[src/rtl/sqrt_pkg.sv]
// sqrt_pkg: shared FSM state type, operand/result widths and dispatcher defaults.
package sqrt_pkg;
  typedef enum logic [2:0] {IDLE, START, GUARD, WAIT, OUT} state_t;
  localparam int X_W = 8;
  localparam int Y_W = 4;
  localparam int START_CYCLES_DEF = 2;
  localparam int WDOG_LIMIT = 255;
endpackage

[src/rtl/sqrt_fifo.sv]
// sqrt_fifo: synchronous FIFO with async active-low reset, push/pop/full/empty/level.
module sqrt_fifo #(
  parameter int DEPTH = 4,
  parameter int W = 8,
  localparam int AW = $clog2(DEPTH)
) (
  input  logic          clk_i,
  input  logic          rst_i,
  input  logic          push,
  input  logic          pop,
  input  logic [W-1:0]  din,
  output logic [W-1:0]  dout,
  output logic          full,
  output logic          empty,
  output logic [AW:0]   level
);
  logic [W-1:0] mem [DEPTH];
  logic [AW:0] wr_q, rd_q;
  logic do_push, do_pop;
  assign full = level == (AW+1)'(DEPTH);
  assign empty = level == '0;
  assign do_push = push && !full;
  assign do_pop = pop && !empty;
  assign dout = mem[rd_q[AW-1:0]];
  always_ff @(posedge clk_i)
    if (do_push) mem[wr_q[AW-1:0]] <= din;
  always_ff @(posedge clk_i or negedge rst_i)
    if (!rst_i) begin
      wr_q <= '0;
      rd_q <= '0;
      level <= '0;
    end else begin
      wr_q <= wr_q + (AW+1)'(do_push);
      rd_q <= rd_q + (AW+1)'(do_pop);
      level <= level + (AW+1)'(do_push) - (AW+1)'(do_pop);
    end
endmodule

[src/rtl/sqrt_dispatch.sv]
// sqrt_dispatch: buffers operands, sequences the sqrt unit and streams {x, y} results.
// Optional SQRT_DISPATCH_TIMEOUT_EN adds a WAIT watchdog and the timeout_o port.
module sqrt_dispatch
  import sqrt_pkg::*;
#(
  parameter int DEPTH = 4,
  parameter int START_CYCLES = START_CYCLES_DEF,
  localparam int AW = $clog2(DEPTH)
) (
  input  logic           clk_i,
  input  logic           rst_i,
  input  logic           in_valid_i,
  output logic           in_ready_o,
  input  logic [X_W-1:0] in_data_i,
  output logic           sq_start_o,
  output logic [X_W-1:0] sq_x_o,
  input  logic [1:0]     sq_busy_i,
  input  logic [Y_W-1:0] sq_y_i,
  output logic           out_valid_o,
  input  logic           out_ready_i,
  output logic [X_W-1:0] out_x_o,
  output logic [Y_W-1:0] out_y_o,
  output logic [AW:0]    level_o
`ifdef SQRT_DISPATCH_TIMEOUT_EN
  , output logic         timeout_o
`endif
);
  localparam int CW = START_CYCLES > 1 ? $clog2(START_CYCLES) : 1;
  state_t state_q, state_d;
  logic [CW-1:0] cnt_q;
  logic [X_W-1:0] head;
  logic fifo_full, fifo_empty, dispatch, capture, timeout_hit;
  assign in_ready_o = rst_i && !fifo_full;
  assign dispatch = state_q == IDLE && !fifo_empty && sq_busy_i == '0;
  assign capture = state_q == WAIT && (sq_busy_i == '0 || timeout_hit);
  sqrt_fifo #(.DEPTH(DEPTH), .W(X_W)) u_fifo (
    .clk_i(clk_i),
    .rst_i(rst_i),
    .push(in_valid_i && in_ready_o),
    .pop(dispatch),
    .din(in_data_i),
    .dout(head),
    .full(fifo_full),
    .empty(fifo_empty),
    .level(level_o)
  );
  always_comb begin
    state_d = state_q;
    case (state_q)
      IDLE:  state_d = dispatch ? START : IDLE;
      START: state_d = cnt_q == CW'(START_CYCLES - 1) ? GUARD : START;
      GUARD: state_d = WAIT;
      WAIT:  state_d = capture ? OUT : WAIT;
      OUT:   state_d = out_ready_i ? IDLE : OUT;
      default: state_d = IDLE;
    endcase
  end
`ifdef SQRT_DISPATCH_TIMEOUT_EN
  logic [7:0] wdog_q;
  // wdog_q counts consecutive busy cycles in WAIT; the limit-th one forces the result out
  assign timeout_hit = state_q == WAIT && sq_busy_i != '0 && wdog_q == 8'(WDOG_LIMIT - 1);
  always_ff @(posedge clk_i or negedge rst_i)
    if (!rst_i) begin
      wdog_q <= '0;
      timeout_o <= 1'b0;
    end else begin
      wdog_q <= (state_q == WAIT && sq_busy_i != '0) ? wdog_q + 8'd1 : '0;
      timeout_o <= state_d == OUT && (state_q == OUT ? timeout_o : timeout_hit);
    end
`else
  assign timeout_hit = 1'b0;
`endif
  always_ff @(posedge clk_i or negedge rst_i)
    if (!rst_i) begin
      state_q <= IDLE;
      cnt_q <= '0;
      sq_start_o <= 1'b0;
      sq_x_o <= '0;
      out_valid_o <= 1'b0;
      out_x_o <= '0;
      out_y_o <= '0;
    end else begin
      state_q <= state_d;
      cnt_q <= state_q == START ? cnt_q + CW'(1) : '0;
      sq_start_o <= state_d == START;
      out_valid_o <= state_d == OUT;
      if (dispatch) sq_x_o <= head;
      if (capture) begin
        out_x_o <= sq_x_o;
        out_y_o <= timeout_hit ? '1 : sq_y_i;
      end
    end
endmodule
[config.mk]
export PLATFORM = sky130hd
export DESIGN_NAME = sqrt_dispatch
export DESIGN_NICKNAME = d
export VERILOG_FILES = /design/src/rtl/sqrt_pkg.sv /design/src/rtl/sqrt_fifo.sv /design/src/rtl/sqrt_dispatch.sv
export SDC_FILE = /design/constraint.sdc
export NUM_CORES = 1
export LEC_CHECK = 0
export CAP_MARGIN = 20
export CORE_ASPECT_RATIO = 0.75
export CORE_MARGIN = 4
export CORE_UTILIZATION = 31
export CTS_CLUSTER_DIAMETER = 150
export DETAILED_ROUTE_END_ITERATION = 10
export GPL_ROUTABILITY_DRIVEN = 0
export SETUP_SLACK_MARGIN = 0.3
export SYNTH_ARGS = -nofsm -noshare
export SYNTH_HDL_FRONTEND = slang
export SYNTH_SLANG_ARGS = --single-unit
[constraint.sdc]
create_clock -name clk_i -period 5.7 [get_ports clk_i]
set_clock_uncertainty 0.1 [all_clocks]
set_input_delay 1.14 -clock clk_i [delete_from_list [all_inputs] [get_ports clk_i]]
set_output_delay 1.14 -clock clk_i [all_outputs]
set_load 0.005 [all_outputs]
# Yosys cells after proc, flatten, opt, wreduce, memory -nomap -nowiden
# Memories as Yosys holds them, arrays and structs flattened. A register that Yosys moved wholly into a read port is not among the register bits.
# Cells that the tools add are included.
# Widths: inputs -> output; s select.
[word_totals]
mem_bits_rw = 32
output_inout_bits = 26
regBits = 27
mem_bits_ro = 0
memories = 1
latchBits = 0
[classes]
n_reduce_logical = 13
bitwise = 0
div = 0
multipliers = 0
order_cmp = 0
shift = 0
muxes = 8
addsub = 5
n_eq_ne = 7
[memory_table]
columns = ["name", "depth", "word_bits", "read_ports", "rd_ports_with_merged_regs", "write_ports", "line_no", "source"]
rows = [
  ["u_fifo.mem", 4, 8, 1, 1, 1, "sqrt_fifo.sv:17", "logic [W-1:0] mem [DEPTH];"],
]
[op_table]
columns = ["operator", "n"]
rows = [
  ["$pmux 3 s5", 1],
  ["$add 3x1->3", 3],
  ["$eq 3x3->1 const B", 3],
  ["$logic_and 1x1->1", 7],
  ["$eq 3x1->1 const B", 2],
  ["$eq 3x2->1 const B", 2],
  ["$logic_not 3->1", 2],
  ["$mux 3", 2],
  ["$mux 1", 4],
  ["$logic_not 1->1", 3],
  ["$sub 3x1->3", 1],
  ["$logic_not 2->1", 1],
  ["$mux 2", 1],
  ["$add 1x1->1 const B", 1],
]

# Logic depth before layout (Yosys ltp)
[logic_depth]
word_depth = 7
ltp_mapped = 11

# Cells and area by module
# Synthesis repeated with hierarchy kept, for this count alone.
[unflattened]
hier_cells = 144
area_unflattened_um2 = 2675.1
[by_module_without_submodules]
columns = ["module", "area_per_inst_um2", "cells_per_inst", "n_inst"]
rows = [
  ["sqrt_fifo", 1556.5, 75, 1],
  ["sqrt_dispatch", 1118.6, 69, 1],
]

# Least setup slack after synthesis
# OpenSTA, ideal clock, no wires.
[synth_timing]
path_type = "in2reg"
from = "input sq_busy_i[1]"
to = "register u_fifo.level[2]"
arrival_ns = 2.611
n_path_buf = 0
setup_ns = 0.124
path_stages = 10
setup_slack_ns = 2.865
required_ns = 5.476
cell_sequence = "nor2_4 -> nand3_4 -> inv_1 -> ha_1 -> inv_1 -> ha_1 -> inv_1 -> fa_1 -> xnor2_1 -> xnor2_1"
[synth_via]
elab_chain_cells = 4
[synth_rtl]
columns = ["item", "line_no", "source"]
rows = [
  ["start, declared", "sqrt_dispatch.sv:17", "input logic [1:0] sq_busy_i,"],
  ["$logic_not 2->1", "sqrt_dispatch.sv:34", "assign dispatch = state_q == IDLE && !fifo_empty && sq_busy_i == '0;"],
  ["$logic_and 1x1->1", "sqrt_dispatch.sv:34", ""],
  ["$logic_and 1x1->1", "sqrt_fifo.sv:23", "assign do_pop = pop && !empty;"],
  ["$sub 3x1->3", "sqrt_fifo.sv:35", "level <= level + (AW+1)'(do_push) - (AW+1)'(do_pop);"],
  ["end signal, assigned", "sqrt_fifo.sv:35", ""],
  ["end, declared", "sqrt_fifo.sv:15", "output logic [AW:0] level"],
]
# Every way passes these cells.
# A chain may end at the register's enable or synchronous reset.

# Worst setup path after layout
[layout_timing]
from = "input rst_i"
to = "output in_ready_o"
[layout_via]
elab_chain_cells = 1
[layout_rtl]
columns = ["item", "line_no", "source"]
rows = [
  ["start, declared", "sqrt_dispatch.sv:11", "input logic rst_i,"],
  ["$logic_and 1x1->1", "sqrt_dispatch.sv:33", "assign in_ready_o = rst_i && !fifo_full;"],
  ["end, declared", "sqrt_dispatch.sv:13", "output logic in_ready_o,"],
]
# Every way passes these cells.

==> results.py <==
metrics = {
    "status": {
        "status": "completed",
    },
    "floorplanning": {
        "die_area_sq_um": 9852,
        "start_util_pct": 32.27,
        "die_h_um": 86.97,
        "ios": 44,
        "die_width_um": 113.3,
        "row_count": 28,
        "coreArea_sq_um": 7988,
    },
    "worst_setup_path": {
        "r2r-start": "u_fifo.level[1]$_DFF_PN0_",
        "worstPathRequired_ps": 4460,
        "endpoint_kind": "primary output",
        "crit_type": "in -> out",
        "path_max_fanout": 35,
        "rrSetupSlack_ps": 3240,
        "startpoint_type": "input pin",
        "crit_arrival_ps": 2650,
        "r2r_cells": 10,
        "r2r-end": "u_fifo.level[2]$_DFF_PN0_",
    },
    "global_route": {
        "antenna_found_initial": 0,
        "grt_pass1_wl_mm": 7.265,
        "grt_max_degree": 36,
        "grt_pass1_vias": 1404,
        "overflow": 0,
        "track_usage_pct": 9.962,
    },
    "final_layout": {
        "diodes": 0,
        "layout-drive-gt1-share_pct": 27.27,
        "final_cells": 303,
        "seq_area_sq_um": 1787,
        "utilization_pct": 41.40,
        "area_growth_pct": 28.30,
        "fin_area_sq_um": 3307,
        "fillers": 748,
        "multi_input_area_sq_um": 718.2,
        "fin_nets": 215,
    },
    "synthesis": {
        "ys_seq_area_share_pct": 69.32,
        "synth_most_common_cell": "dfrtp_1",
        "synth_flop_cell": "dfrtp_1",
        "synth.distinct_cells": 32,
        "synthArstFlopShare_pct": 50.77,
        "synth_edf_count": 32,
        "synth_top_cell_by_area": "edfxtp_1",
        "ys_top_cells_by_area": "edfxtp_1 (37%), dfrtp_1 (32%), mux2_2 (9.2%)",
        "yosys-top-cells-count": "dfrtp_1 (33), edfxtp_1 (32), mux2_2 (21)",
        "ys_ff_latch": 65,
        "synth.avg_cell_area_sq_um": 18.41,
        "ys.warnings.count": 0,
        "syn_area_sq_um": 2577,
        "synth.top_cell.area_share_pct": 37.28,
        "syn_nets": 162,
        "syn_inst": 140,
    },
    "detailed_routing": {
        "drt-total-wl_mm": 4.458,
        "firstDrtPassIters": 6,
        "dr.first_iter.drc_count": 43,
        "drc": 0,
        "ant_nets": 0,
        "via_per_inst": 4.403,
        "wire_per_inst_um": 14.71,
        "num_vias": 1334,
    },
    "clock_tree": {
        "clock_latency_ps": 330,
        "hold_buffers": 0,
        "cts_sinks": 65,
        "root_buffer": "clkbuf_8",
        "cts_resized": 0,
        "postCtsSetupRepairBufs": 0,
        "clock_path_buffers": 2,
        "clk_pin_slew_ps": 70,
        "cts_tree": "yes",
        "cts_buffers": 9,
        "h-tree-depth": 3,
    },
    "power": {
        "p_int_mw": 1.121,
        "power_leakage_nw": 1.253,
        "seqPwrFrac_pct": 47.8,
        "powerDensity_nw_per_um2": 481.5,
        "share_comb_of_total_power_pct": 30.9,
        "power_mw": 1.592,
        "irDropWorstVdd_mv": 0.1698,
        "p_clk_share_pct": 21.4,
        "swShare_pct": 29.61,
        "switchingPower_mw": 0.4715,
    },
    "timing": {
        "slew_headroom_pct": 60.23,
        "period_needed_ps": 3888,
        "setup_ws_ps": 1812,
        "period_share_pct": 68.22,
        "final_hold_viol_count": 0,
        "hold_slack_ps": 391.7,
        "worstMarginPinSlew_ps": 596.5,
        "drv_slew": 0,
        "fin_tns_setup_ps": 0,
        "fmax_mhz": 257.2,
        "setup_viol": 0,
        "rsz0062_at_grt": "no",
    },
    "worst_hold_path": {
        "hold_depth": 1,
        "min-delay-start": "cnt_q$_DFF_PN0_",
        "hold_class": "reg -> reg",
        "hold_end": "cnt_q$_DFF_PN0_",
    },
    "placed_design": {
        "placed_area_sq_um": 3127,
        "dp_hpwl_mm": 3.158,
        "numPortBuffers": 43,
        "dpl.cell_count": 287,
        "dp_slack_ps": 1760,
    },
    "job": {
        "maxCapViolCount": 0,
    },
}
-- power by group through the flow --
stage	Combinational, mW	Sequential (mW)	Clock (mW)
floorplan	0.302	0.714	0
global placement	0.491	0.773	0
detailed placement	0.500	0.773	0
CTS	0.504	0.765	0.351
global route	0.534	0.785	0.376
finish	0.492	0.761	0.340
-- worst max-delay path by stage --
stage                      start                         to  slack (ps)  cells past startpoint
finish                     rst_i                 in_ready_o        1810                      4
global route               rst_i                 in_ready_o        1680                      4
CTS                        rst_i                 in_ready_o        1760                      4
detailed placement         rst_i                 in_ready_o        1760                      4
global placement           rst_i                 in_ready_o        1760                      4
floorplan           sq_busy_i[1]  u_fifo.level[2]$_DFF_PN0_        2860                     10
-- critical path, cell delays in order --
cell and delay (ps):
clkdlybuf4s50_1 450, buf_4 370, and2_1 190, clkdlybuf4s50_1 490
-- routing by layer --
metal	vias to the layer above	track usage, %	wire (um)
met5	-	0	0
met4	0	3.930	29
met3	4	4.444	215
met2	27	14.78	2063
met1	664	12.83	2150
li1	639	-	-
-- cell families after synthesis --
group           share of synthesized area, %
flops                                  69.32
xor+xnor                               1.699
simple gates                           5.777
mux                                    16.17
fa+ha+maj                              2.233
compound gates                         1.990
buf+inv                                2.815
-- flip-flops by register name, indices dropped and copies added, names as in the netlist --
register and flops:
cnt_q 1, sq_start_o 1, u_fifo.mem 32, out_valid_o 1
state_q 3, u_fifo.wr_q 2, u_fifo.rd_q 2, out_x_o 8
out_y_o 4, u_fifo.level 3, sq_x_o 8
-- area by class of cell --
type	instances	area share, %
Clock buffer	9	3.746
Clock inverter	7	1.703
Inverter	8	0.9081
Multi-Input combinational cell	62	21.72
Sequential cell	65	54.03
Tap cell	105	3.973
Timing Repair Buffer	47	13.92
-- cells in the final DEF (no fill, tap or decap) --
cell type        synthesis  layout
clkdlybuf4s50_1          0      43
dfrtp_1                 33      33
edfxtp_1                32      32
mux2_2                  21      21
clkbuf_8                 0       9
inv_1                    8       8
mux4_2                   8       8
xnor2_1                  4       4
clkinv_4                 0       4
buf_4                    0       4
ha_1                     3       3
a211oi_1                 2       2
o41ai_1                  2       2
nor3b_1                  2       2
nor3_1                   2       2
or3b_1                   1       1
nand3_1                  1       1
o31ai_1                  1       1
nand3b_1                 1       1
a21oi_1                  1       1
nor4_1                   1       1
nor2_4                   1       1
or3_4                    1       1
nand4_4                  1       1
nor3_2                   1       1
nand4_1                  1       1
xor2_1                   1       1
and2_1                   1       1
nor2b_1                  1       1
a31oi_1                  1       1
nand3_4                  1       1
and3_1                   1       1
fa_1                     1       1
clkinvlp_4               0       1
inv_6                    0       1
clkinv_2                 0       1
Note: power is estimated with default switching activity, not from simulation.
